===== src/rtl/count_pwm_compare.sv =====
// PWM comparator fed by a free-running counter: wrap detection, period-aligned
// duty updates through a shadow register, and a saturating period counter.
module count_pwm_compare #(
    parameter int N = 4,
    parameter int W = 8
) (
    input  logic         Clk,
    input  logic         Reset_n,
    input  logic [N-1:0] Count,
    input  logic         Enable,
    input  logic [N-1:0] Duty_in,
    input  logic         Duty_load,
    output logic         Pwm_out,
    output logic         Wrap_pulse,
    output logic [N-1:0] Duty_active,
    output logic [W-1:0] Wrap_count
);

    typedef enum logic [1:0] {
        IDLE = 2'd0,
        SYNC = 2'd1,
        RUN  = 2'd2
    } state_t;

    state_t         state_reg;
    logic [N-1:0]   count_prev_reg;
    logic [N-1:0]   shadow_reg;
    logic           shadow_valid_reg;
    logic [N-1:0]   duty_active_reg;
    logic           pwm_reg;
    logic           wrap_pulse_reg;
    logic [W-1:0]   wrap_count_reg;

    logic           wrap;
    logic [N-1:0]   duty_eff;
    logic           pwm_cmp;

    // A drop in Count marks a period boundary, whether a natural rollover
    // or the upstream counter being reset part-way through a period.
    always_comb begin
        wrap     = (Count < count_prev_reg);
        duty_eff = duty_active_reg;
        if (wrap) begin
            if (Duty_load)
                duty_eff = Duty_in;
            else if (shadow_valid_reg)
                duty_eff = shadow_reg;
        end
        pwm_cmp = (Count < duty_eff);
    end

    always_ff @(posedge Clk or negedge Reset_n) begin
        if (!Reset_n) begin
            state_reg        <= IDLE;
            count_prev_reg   <= '0;
            shadow_reg       <= '0;
            shadow_valid_reg <= 1'b0;
            duty_active_reg  <= '0;
            pwm_reg          <= 1'b0;
            wrap_pulse_reg   <= 1'b0;
            wrap_count_reg   <= '0;
        end else begin
            count_prev_reg  <= Count;
            wrap_pulse_reg  <= wrap;
            duty_active_reg <= duty_eff;

            if (Duty_load)
                shadow_reg <= Duty_in;
            // A wrap consumes any pending shadow value, including one loaded
            // on the wrap cycle itself (that value is applied directly).
            if (wrap)
                shadow_valid_reg <= 1'b0;
            else if (Duty_load)
                shadow_valid_reg <= 1'b1;

            if (wrap && Enable && (wrap_count_reg != {W{1'b1}}))
                wrap_count_reg <= wrap_count_reg + 1'b1;

            case (state_reg)
                IDLE: begin
                    pwm_reg <= 1'b0;
                    if (Enable)
                        state_reg <= SYNC;
                end
                SYNC: begin
                    if (!Enable) begin
                        pwm_reg   <= 1'b0;
                        state_reg <= IDLE;
                    end else if (wrap) begin
                        pwm_reg   <= pwm_cmp;
                        state_reg <= RUN;
                    end else begin
                        pwm_reg <= 1'b0;
                    end
                end
                RUN: begin
                    if (!Enable) begin
                        pwm_reg   <= 1'b0;
                        state_reg <= IDLE;
                    end else begin
                        pwm_reg <= pwm_cmp;
                    end
                end
                default: begin
                    pwm_reg   <= 1'b0;
                    state_reg <= IDLE;
                end
            endcase
        end
    end

    assign Pwm_out     = pwm_reg;
    assign Wrap_pulse  = wrap_pulse_reg;
    assign Duty_active = duty_active_reg;
    assign Wrap_count  = wrap_count_reg;

endmodule


===== config.mk =====
export PLATFORM = sky130hd
export DESIGN_NAME = count_pwm_compare
export DESIGN_NICKNAME = d
export VERILOG_FILES = /design/src/rtl/count_pwm_compare.sv
export SDC_FILE = /design/constraint.sdc
export NUM_CORES = 1
export LEC_CHECK = 0
export ABC_AREA = 1
export ABC_CLOCK_PERIOD_IN_PS = 2140
export CAP_MARGIN = 20
export CELL_PAD_IN_SITES_DETAIL_PLACEMENT = 2
export CELL_PAD_IN_SITES_GLOBAL_PLACEMENT = 2
export CORE_MARGIN = 2
export CORE_UTILIZATION = 30
export DETAILED_ROUTE_END_ITERATION = 10
export PLACE_DENSITY_LB_ADDON = 0.1
export SYNTH_ARGS = -nofsm -noshare
export SYNTH_HDL_FRONTEND = slang
export SYNTH_SLANG_ARGS = --single-unit

===== constraint.sdc =====
create_clock -name Clk -period 2.14 [get_ports Clk]
set_clock_uncertainty 0.05 [all_clocks]
set_input_delay 0.214 -clock Clk [delete_from_list [all_inputs] [get_ports Clk]]
set_output_delay 0.214 -clock Clk [all_outputs]
set_load 0.05 [all_outputs]

==> out/qor.yml, run 1 <==
timing:
  maxSlewViolCount: 0
  min_period_ns: 2.02
  finalCritPeriodShare_pct: 94.3
  fin_setup_tns_ns: 0
  hold_ws_ns: 0.225
  finalHoldViolations: 0
  setup_viol: 0
  relSlewSlack_pct: 66.3
  max_freq_mhz: 496
  setup_ws_ns: 0.122
  worst_slew_pin_slew_ns: 0.504
power:
  powerDensity_nw_per_um2: 1090
  ir_drop_v: 0.000365
  total_leakage_power_uw: 0.000888
clock_network:
  clk_pin_slew_ns: 0.09
  htreeDepth: 1
  worstSkewPairLatency_ns: 0.27
  ctsHoldBuffers: 0
  cts.sinks: 25
  clockRootBuffer: "clkbuf_8"
  cts_tree: "yes"
  clock_path_buffers: 2
  cts_buffers: 3
synth:
  yosysTopAreaCellShare_pct: 48.1
  synthFlopType: "dfrtp_1"
  synth_cell_types: 22
  syn_inst: 150
  synth.avg_cell_area_um2: 8.67
  synth.area.top_cells: "dfrtp_1 48%, nand2_1 13%, ha_1 9.6%, inv_1 7.2%, xor2_1 2.7%"
  yosys-top-cells-count: "46 x nand2_1, 25 x dfrtp_1, 25 x inv_1"
  synth_edf_count: 0
  async_reset_ff_share_pct: 100
  syn_nets: 172
  ys_seq_elements: 25
  yosysMostFrequentCell: "nand2_1"
  yosysSeqAreaShare_pct: 48.1
  synth_top_cell_by_area: "dfrtp_1"
  syn_area_um2: 1300
  ys_warn_count: 0
final_layout:
  largest_reg_flops: 8
  syn2layout_area_growth_pct: 37.8
  fillers: 476
  instances_no_fill: 241
  nets: 214
  drive_gt1_share_pct: 16.2
  antennaDiodeCount: 0
global_routing:
  antenna_found_initial: 0
  grt_max_degree: 26
  grt_pass1_wl_um: 5780
  grt_pass1_vias: 1219
  track_usage_pct: 14.7
  overflow: 0
critical_path:
  worstSetupEndpointType: "flop"
  critPathLaunch: "Count[1]"
  critPathMaxFanout: 6
  worstPathRequired_ns: 2.30
  r2r_cells: 14
  arrival_ns: 2.18
  startpoint_type: "primary input"
  worstReg2RegEnd: "Pwm_out"
  regToRegStartpoint: "count_prev_reg[1]"
  r2r_setup_slack_ns: 0.16
  path_class: "in2reg"
place:
  dp.cells: 236
  dp_slack_ns: -0.273
  portBuffers: 25
  place.detailed.hpwl_um: 2580
  gp_congestion: 0.715
worst_hold_path:
  whs_endpoint: "count_prev_reg[3]"
  hp-start: "Count[3]"
  whs_path_depth: 2
  hold_class: "in2reg"
detailed_routing:
  vias: 1099
  routed_wl_um: 3280
  wl_per_cell_um: 13.6
  ant_nets: 0
  avgViaCountPerCell: 4.56
  dr.pass1.iters: 3
  drtIter0Drc: 24
  drcViolationCount: 0
flow_run:
  cap_violations: 0
floorplan:
  die_x_um: 69.8
  start_util_pct: 31.8
  core_area_um2: 4090
  num_io_pins: 26
  dieArea_um2: 4880
  num_rows: 23
  dieHeight_um: 69.8
status:
  status: "complete, no violations"
[how the worst max path moves through the flow]
stage | to | slack, ns | depth (start not counted)
6_report | Pwm_out | 0.12 | 14
5_1_grt | Pwm_out | -0.03 | 14
4_1_cts | Pwm_out | 0.02 | 10
3_5_place_dp | Pwm_out | -0.27 | 10
3_3_place_gp | Pwm_out | -0.21 | 10
2_1_floorplan | Wrap_count[0] | 0.23 | 8
[layout by cell type (no fill, tap or decap), drive strengths merged]
| cell type | netlist | routed |
|---|---|---|
| clkdlybuf4s50 | 0 | 24 |
| ha | 10 | 10 |
| xor2 | 5 | 5 |
| dfrtp | 25 | 25 |
| and2 | 1 | 1 |
| nand3 | 4 | 4 |
| o21a | 1 | 1 |
| nor2 | 8 | 8 |
| dlymetal6s2s | 0 | 1 |
| nand2 | 48 | 48 |
| o21ai | 10 | 10 |
| a21oi | 4 | 4 |
| nor3 | 4 | 4 |
| clkinv | 0 | 1 |
| clkbuf | 0 | 3 |
| nand4 | 2 | 2 |
| inv | 25 | 25 |
| buf | 1 | 13 |
| xnor2 | 2 | 2 |
[layer usage]
| layer | global-route usage, % | up-vias | wire length (um) |
|---|---|---|---|
| li1 | - | 543 | - |
| met1 | 18.3 | 536 | 1460 |
| met2 | 25.9 | 16 | 1670 |
| met3 | 2.33 | 4 | 108 |
| met4 | 4.49 | 0 | 36 |
| met5 | 0 | - | 0 |
[per-stage QoR]
stage	instance area [um2]	total power, uW	util (%)
5_1_grt	1790	2110	43.8
2_1_floorplan	1300	1300	-
3_5_place_dp	1690	1660	41.4
6_report	1790	1950	43.8
4_1_cts	1740	1960	42.5
3_3_place_gp	1690	1610	41.4
[worst max-delay path, cell delays in order]
cell and delay, ns:
clkdlybuf4s50_1 0.44, ha_1 0.31, nand2_1 0.07, nand2_1 0.07
nand2_2 0.10, nand2_4 0.08, buf_4 0.14, nand2_1 0.06
o21ai_2 0.07, inv_2 0.07, ha_4 0.19, a21oi_2 0.12
nand4_1 0.11, a21oi_2 0.12
[report_power, final]
part	total [uW]	switching (uW)	internal, uW
clock network	288	157	130
logic	969	617	351
registers	692	105	588
total	1950	879	1070
[logic make-up after synthesis]
logic type | count (synthesis) | synth area share [%]
buffers and inverters | 26 | 8.08
XOR/XNOR | 7 | 5.29
adder cells (fa/ha/maj) | 10 | 9.62
flip-flops | 25 | 48.1
AO/OA/AOI/OAI | 15 | 6.26
AND/OR/NAND/NOR | 67 | 22.6
[repair_timing]
item	4_1_cts	5_1_grt
setup endpoints to repair	0	1
gates resized for setup	0	11
setup buffers	0	1
[layout make-up]
class | instances | area, um2 | share of cell area, %
clock buffer | 3 | 41.3 | 2.30
inverter | 25 | 93.8 | 5.24
multi-input combinational | 99 | 613 | 34.2
sequential | 25 | 626 | 34.9
tap | 50 | 62.6 | 3.49
timing repair buffer | 38 | 350 | 19.6
clock inverter | 1 | 5.00 | 0.279
Note: power is estimated with default switching activity, not from simulation.
==> run 2, diff against run 1 <==
CAP_MARGIN = default   (was 20)
==> results of run 2 <==
Same layout as run 1: the final DEF is identical, and so are final timing and power.
==> run 3, diff against run 2 <==
CTS_CLUSTER_DIAMETER = 40   (was default)
==> results of run 3 <==
Same layout as run 1: the final DEF is identical, and so are final timing and power.
